<file path="src/rtl/prog_timer.sv">
// ============================================================================
// Module   : prog_timer
// Brief    : Programmable interval timer (IDLE/RUN/DONE) with one-shot and
//            auto-reload modes. Define PROG_TIMER_PRESCALE_EN to add a
//            clock prescaler and the prescale_i port.
// Revision : 1.0 - initial release
// ============================================================================
`default_nettype none

module prog_timer #(
    parameter int WIDTH      = 16,
    parameter int DEFAULT_TC = 39999,
    parameter int PRESCALE_W = 8
) (
    input  logic                  clk,
    input  logic                  rst,
    input  logic                  start_i,
    input  logic                  stop_i,
    input  logic                  hold_i,
    input  logic                  periodic_i,
    input  logic                  load_tc_i,
    input  logic [WIDTH-1:0]      tc_in_i,
`ifdef PROG_TIMER_PRESCALE_EN
    input  logic [PRESCALE_W-1:0] prescale_i,
`endif
    output logic [WIDTH-1:0]      count_o,
    output logic                  tick_o,
    output logic                  expired_o,
    output logic                  busy_o
);

    typedef enum logic [1:0] {
        IDLE = 2'd0,
        RUN  = 2'd1,
        DONE = 2'd2
    } state_e;

    state_e             state_q, state_d;
    logic [WIDTH-1:0]   count_q, count_d;
    logic [WIDTH-1:0]   tc_q, tc_d;
    logic               tick_q, tick_d;
    logic               busy_q, busy_d;
    logic               expired_q, expired_d;
    logic               w_adv_en;
    logic               w_terminal;

`ifdef PROG_TIMER_PRESCALE_EN
    logic [PRESCALE_W-1:0] presc_q, presc_d;

    // >= keeps the divider from stalling if prescale_i is lowered mid-count.
    assign w_adv_en = (presc_q >= prescale_i);
`else
    if (PRESCALE_W < 1) begin : g_pw_check
        $error("PRESCALE_W must be at least 1");
    end
    assign w_adv_en = 1'b1;
`endif

    // All-ones also terminates so the counter can never wrap.
    assign w_terminal = (count_q >= tc_q) || (count_q == {WIDTH{1'b1}});

    always_comb begin
        state_d = state_q;
        count_d = count_q;
        tick_d  = 1'b0;
        tc_d    = load_tc_i ? tc_in_i : tc_q;
`ifdef PROG_TIMER_PRESCALE_EN
        presc_d = presc_q;
`endif
        if (stop_i) begin
            state_d = IDLE;
            count_d = '0;
`ifdef PROG_TIMER_PRESCALE_EN
            presc_d = '0;
`endif
        end else if (start_i) begin
            state_d = RUN;
            count_d = '0;
`ifdef PROG_TIMER_PRESCALE_EN
            presc_d = '0;
`endif
        end else if ((state_q == RUN) && !hold_i) begin
`ifdef PROG_TIMER_PRESCALE_EN
            presc_d = w_adv_en ? '0 : presc_q + 1'b1;
`endif
            if (w_adv_en) begin
                if (w_terminal) begin
                    tick_d = 1'b1;
                    if (periodic_i) begin
                        count_d = '0;
                    end else begin
                        state_d = DONE;
                    end
                end else begin
                    count_d = count_q + 1'b1;
                end
            end
        end
        busy_d    = (state_d == RUN);
        expired_d = (state_d == DONE);
    end

    always_ff @(posedge clk or posedge rst) begin
        if (rst) begin
            state_q   <= IDLE;
            count_q   <= '0;
            tc_q      <= WIDTH'(DEFAULT_TC);
            tick_q    <= 1'b0;
            busy_q    <= 1'b0;
            expired_q <= 1'b0;
`ifdef PROG_TIMER_PRESCALE_EN
            presc_q   <= '0;
`endif
        end else begin
            state_q   <= state_d;
            count_q   <= count_d;
            tc_q      <= tc_d;
            tick_q    <= tick_d;
            busy_q    <= busy_d;
            expired_q <= expired_d;
`ifdef PROG_TIMER_PRESCALE_EN
            presc_q   <= presc_d;
`endif
        end
    end

    assign count_o   = count_q;
    assign tick_o    = tick_q;
    assign busy_o    = busy_q;
    assign expired_o = expired_q;

endmodule

`default_nettype wire

</file>
<file path="config.mk">
export PLATFORM = sky130hd
export DESIGN_NAME = prog_timer
export DESIGN_NICKNAME = d
export VERILOG_FILES = /design/src/rtl/prog_timer.sv
export SDC_FILE = /design/constraint.sdc
export NUM_CORES = 1
export LEC_CHECK = 0
export CORE_UTILIZATION = 44
export CTS_CLUSTER_SIZE = 16
export DETAILED_ROUTE_END_ITERATION = 8
export GPL_TIMING_DRIVEN = 0
export PLACE_DENSITY = 0.77
export SYNTH_ARGS = -nofsm -noshare
export SYNTH_HDL_FRONTEND = slang
export SYNTH_SLANG_ARGS = --single-unit
</file>
<file path="constraint.sdc">
create_clock -name clk -period 3.2 [get_ports clk]
set_input_delay 0.64 -clock clk [delete_from_list [all_inputs] [get_ports clk]]
set_output_delay 0.64 -clock clk [all_outputs]
set_load 0.05 [all_outputs]
</file>
* After elaboration in Yosys (flattened, before gate mapping)
Index checks and enable logic that the tools add are counted.
** Word-level totals
- Flip-flop bits (word level) :: 37
- Input bits :: 23
- Output and inout bits :: 19
- Word-level logic and storage cells :: 32
** Cells by class
- Add/sub/neg operators :: 1
- Magnitude comparators :: 1
- Equal/unequal tests :: 5
- Mux-type cells :: 14
- Reduce and logical (&&, ||, !) cells :: 5
** Operator list (count)
- 16-bit two-way mux :: 5
- 16-bit by 1-bit adder with 16-bit output (second input constant) :: 1
- 16-bit equality test (second input constant) :: 1
- 16-bit >= comparator :: 1
- 2-bit two-way mux :: 5
- 2-bit by 1-bit equality test with 1-bit output (second input constant) :: 2
- 1-bit two-way mux :: 4
- 4-bit inequality test (second input constant) :: 1
- 3-bit nonzero test :: 1
- 2-bit equality test (second input constant) :: 1
- 2-bit AND reduction :: 1
- 1-bit logical AND :: 1
- 1-bit zero test :: 1
- 1-bit logical OR :: 1

* Depth between registers and ports, before layout
- Depth after elaboration :: 7
- Mapped depth :: 9
- Depth with buffers taken out :: 8

* Worst setup path before layout
OpenSTA, ideal clock, no wires.
- Kind :: reg2reg
- Start point :: register count_q[0] (netlist: count_o[0])
- End point :: register busy_q (netlist: busy_o)
- Setup time :: 0.077 ns
- Arrival :: 2.529 ns
- Required time :: 3.123 ns
- Setup slack :: 0.593 ns
- Cell stages (with the launch flop) :: 10
- Buffers on the path :: 1
- Clock period less this slack :: 2.607 ns
- Path through :: dfrtp_1 > inv_1 > ha_1 > nand2b_1 > a2111o_1 > a221oi_2 > o211ai_2 > buf_6 > a211o_1 > a21oi_1
** On the way
- Cells in the longest elaborated chain, start to end :: 7
- Elaborated cells on any way between the ends :: 8
- Classes of those cells :: order compare (1); eq/ne (2); mux (4); reduce/logical (1)
** RTL lines
- start: declaration :: line 39 : logic [WIDTH-1:0] count_q, count_d;
- start signal: assignment :: line 116 : count_q <= count_d;
- 16-bit >= comparator or 16-bit equality test (tied branches) :: line 60 : assign w_terminal = (count_q >= tc_q) || (count_q == {WIDTH{1'b1}});
- 1-bit logical OR * :: line 60
- 2-bit two-way mux * :: line 87 : if (w_terminal) begin
- 2-bit two-way mux * :: line 82 : end else if ((state_q == RUN) && !hold_i) begin
- 2-bit two-way mux * :: line 76 : end else if (start_i) begin
- 2-bit two-way mux * :: line 70 : if (stop_i) begin
- 2-bit by 1-bit equality test with 1-bit output * :: line 99 : busy_d = (state_d == RUN);
- net busy_d :: line 42 : logic busy_q, busy_d;
- end signal: assignment :: line 119 : busy_q <= busy_d;
- end: declaration :: line 42
Mark *: on every way through the listed nets, which the timed path passes. The rest lies on a longest branch.
A chain may end at the register's enable or synchronous reset.

* Worst setup path after layout
- Start point :: input hold_i
- End point :: register count_q[15] (netlist: count_o[15])
** On the way
- Cells in the longest elaborated chain, start to end :: 4
** RTL lines
- start: declaration :: line 19 : input logic hold_i,
- 1-bit zero test :: line 82
- 1-bit logical AND :: line 82
- 3-bit nonzero test (no line)
- 2-bit AND reduction (no line)
No other way between the ends.

==> results.py <==
metrics = {
    "worst_setup_path": {
        "path_buf_inv": 4,
        "crit_path_max_fanout": 10,
        "reg2reg_from": "count_o[0]",
        "worstSetupEndpoint": "count_o[15]",
        "path_class": "in -> reg",
        "path_depth": 8,
        "required_ps": 3420,
        "cp_top_family": "buffers and inverters",
        "arrival_ps": 2890,
        "r2r_end": "count_o[15]",
        "critical_path.startpoint": "hold_i",
        "start_kind": "primary input",
        "r2r_slack_ps": 580,
        "cp-end-kind": "flip-flop",
        "cpMostUsedCell": "clkbuf_1",
        "critPathSlowestCell": "clkbuf_1",
        "reg2reg_depth": 9,
        "critical-path-max-stage-delay_ps": 480,
        "worstPathCellList": "clkdlybuf4s50_1 > nand2b_1 > or2_2 > clkbuf_1 > clkbuf_1 > clkbuf_1 > nand2_1 > a31oi_1",
    },
    "drt": {
        "vias_per_cell": 5.39,
        "ant_nets": 0,
        "routed_wl_um": 5710,
        "drc_errors": 0,
        "vias": 2090,
        "wl_per_cell_um": 14.7,
        "drtIter0Drc": 131,
        "first_pass_iters": 4,
    },
    "clocking": {
        "clkSlewWorstSetupHoldPaths_ps": 70,
        "clockRootBuffer": "clkbuf_8",
        "hold_buffers": 0,
        "clock_sinks": 37,
        "worstSkewPairLatency_ps": 310,
        "clockBufferDepth": 2,
        "numCtsBuffers": 5,
        "tritoncts": "done",
        "cts_setup_buffers": 0,
        "h-tree-depth": 2,
        "cts_resized": 0,
    },
    "sta": {
        "finalHoldViolCount": 0,
        "worst_pin_slew_ps": 780,
        "slew_viol_final": 0,
        "finalSetupViolations": 0,
        "post-route-period-util_pct": 83.4,
        "finalSetupTns_ps": 0,
        "finClkSkew_ps": 9.81,
        "fmax_mhz": 374,
        "fin_crit_ps": 2670,
        "rsz0062_at_grt": "false",
        "relSlewSlack_pct": 47.9,
    },
    "logic_synthesis": {
        "synth_cells": 270,
        "yosysSeqAreaShare_pct": 39.6,
        "synth_xor_xnor_area_share_pct": 0,
        "netlist_top_cells_area": "dfrtp_1 29%, dfstp_2 11%, ha_1 9.0%",
        "yosysUniqueCellTypes": 41,
        "synth_seq_cells": 37,
        "syn-num-nets": 310,
        "synth_edf_count": 0,
        "synth_common_cells": "42 x nand2_1, 27 x dfrtp_1, 21 x inv_1",
        "yosys.cell_count.top_type": "nand2_1",
        "synth_top_family_by_area": "simple AND/OR/NAND/NOR gates",
        "avgSynthCellArea_um2": 8.78,
        "synth_compound_area_share_pct": 14.8,
        "yosys.area_share.simple_pct": 26.6,
        "muxShareOfSynthArea_pct": 3.85,
        "synth-main-ff-cell": "dfrtp_1",
        "synth_fa_ha_area_share_pct": 8.98,
        "yosysTopAreaCell": "dfrtp_1",
        "synthesis.area_um2": 2370,
        "synth_top_area_share_pct": 28.5,
        "ys_async_sr_fraction_pct": 100,
        "ys_warn_count": 0,
    },
    "pwr": {
        "power_density_nw_per_um2": 326,
        "irDropWorstVdd_mv": 0.147,
        "power_uw": 958,
        "p_leak_uw": 0.00124,
    },
    "flow_run": {
        "cap_violations": 0,
    },
    "layout": {
        "fill_cells": 484,
        "nets": 357,
        "drive_above_1_share_pct": 9.43,
        "synthToLayoutAreaGrowth_pct": 24.0,
        "diodes": 0,
    },
    "die": {
        "die_area_um2": 5680,
        "ios": 42,
        "start_util_pct": 46.1,
        "die_y_um": 75.4,
        "core_area_um2": 5140,
        "die_w_um": 75.4,
        "core.rowCount": 26,
    },
    "place": {
        "gp_congestion": 0.821,
        "portBuffers": 40,
        "detailed_place_hpwl_um": 4020,
    },
    "hold_path": {
        "hp-class": "reg -> reg",
    },
    "global_route": {
        "grt_pass1_wl_um": 9240,
        "grt_pass1_vias": 1964,
        "track_usage_pct": 22.0,
        "grt_max_degree": 38,
        "grt.overflow.total": 0,
        "antenna_found_initial": 0,
    },
    "run_status": {
        "outcome": "finished, final reports clean",
    },
}
## sequential cells by signal, indices dropped and copies added, names as in the netlist
register,cells
count_o,16
tc_q,16
state_q,2
busy_o,1
expired_o,1
tick_o,1
## worst register-to-register path: cells and delay by family (launching register included)
kind | cells | cell delay [ps]
and+or+nand+nor | 2 | 360
DFF | 1 | 470
buffers and inverters | 2 | 290
AOI/OAI and AO/OA | 4 | 1120
adders and majority gates | 1 | 290
## placed cells by master (no fill, tap or decap), types with 3 or more instances in the layout
cell / instances
clkdlybuf4s50_1: 40
clkbuf_8: 5
nand4_1: 5
ha_1: 17
nand2b_1: 4
nand3b_1: 11
nand4b_1: 3
o21ai_0: 19
a21oi_1: 11
or2_1: 3
dfstp_2: 10
clkbuf_1: 12
or2_2: 3
or3_1: 10
nand2_1: 42
a21o_1: 7
nor3_1: 6
nor2_1: 13
mux2i_1: 8
dfrtp_1: 27
nand3_1: 7
inv_1: 20
a31oi_1: 11
## layer usage
metal | global-route usage [%] | routed length (µm) | up-vias
li1 | - | - | 1040
met1 | 27.4 | 2670 | 1009
met2 | 38.4 | 2780 | 33
met3 | 3.97 | 184 | 8
met4 | 7.82 | 74 | 0
met5 | 0 | 0 | -
## worst min path at each step
stage / startpoint / endpoint / slack, ps / depth (start not counted)
finish: tc_q[10] / tc_q[10] / 490 / 2
detailed placement: tc_q[10] / tc_q[10] / 490 / 2
global route: tc_q[4] / tc_q[4] / 510 / 2
floorplan: tc_q[10] / tc_q[10] / 460 / 2
global placement: tc_q[2] / tc_q[2] / 480 / 2
CTS: tc_q[4] / tc_q[4] / 500 / 2
## report_power, final
part	internal, µW	switching (µW)
combinational	54.7	73.2
sequential	496	6.52
clock	155	173
## cell type report
type	count	area, µm²	area share, %
inverter	21	78.8	2.68
multi-input combinational	199	1280	43.7
clock buffer	8	80.1	2.73
timing repair buffer	40	400	13.6
buffer	13	67.6	2.30
tap	70	87.6	2.98
sequential	37	938	31.9
## cell families after synthesis
group | after synthesis
flip-flops | 37
AO/OA/AOI/OAI | 56
adder cells (fa/ha/maj) | 17
buffers and inverters | 34
multiplexers | 9
AND/OR/NAND/NOR | 117
## metrics by stage
| step | hold slack, ps | instances | util (%) | setup slack, ps | area, µm² |
|---|---|---|---|---|---|
| 5_1_grt | 505 | 388 | 57.2 | 263 | 2940 |
| 2_1_floorplan | 463 | 270 | - | 593 | 2370 |
| 6_report | 492 | 388 | 57.2 | 530 | 2940 |
| 3_3_place_gp | 480 | 380 | 55.6 | 274 | 2860 |
| 4_1_cts | 498 | 388 | 57.2 | 533 | 2940 |
| 3_5_place_dp | 486 | 380 | 55.6 | 219 | 2860 |
No activity file was read; power rests on OpenSTA's default activity.
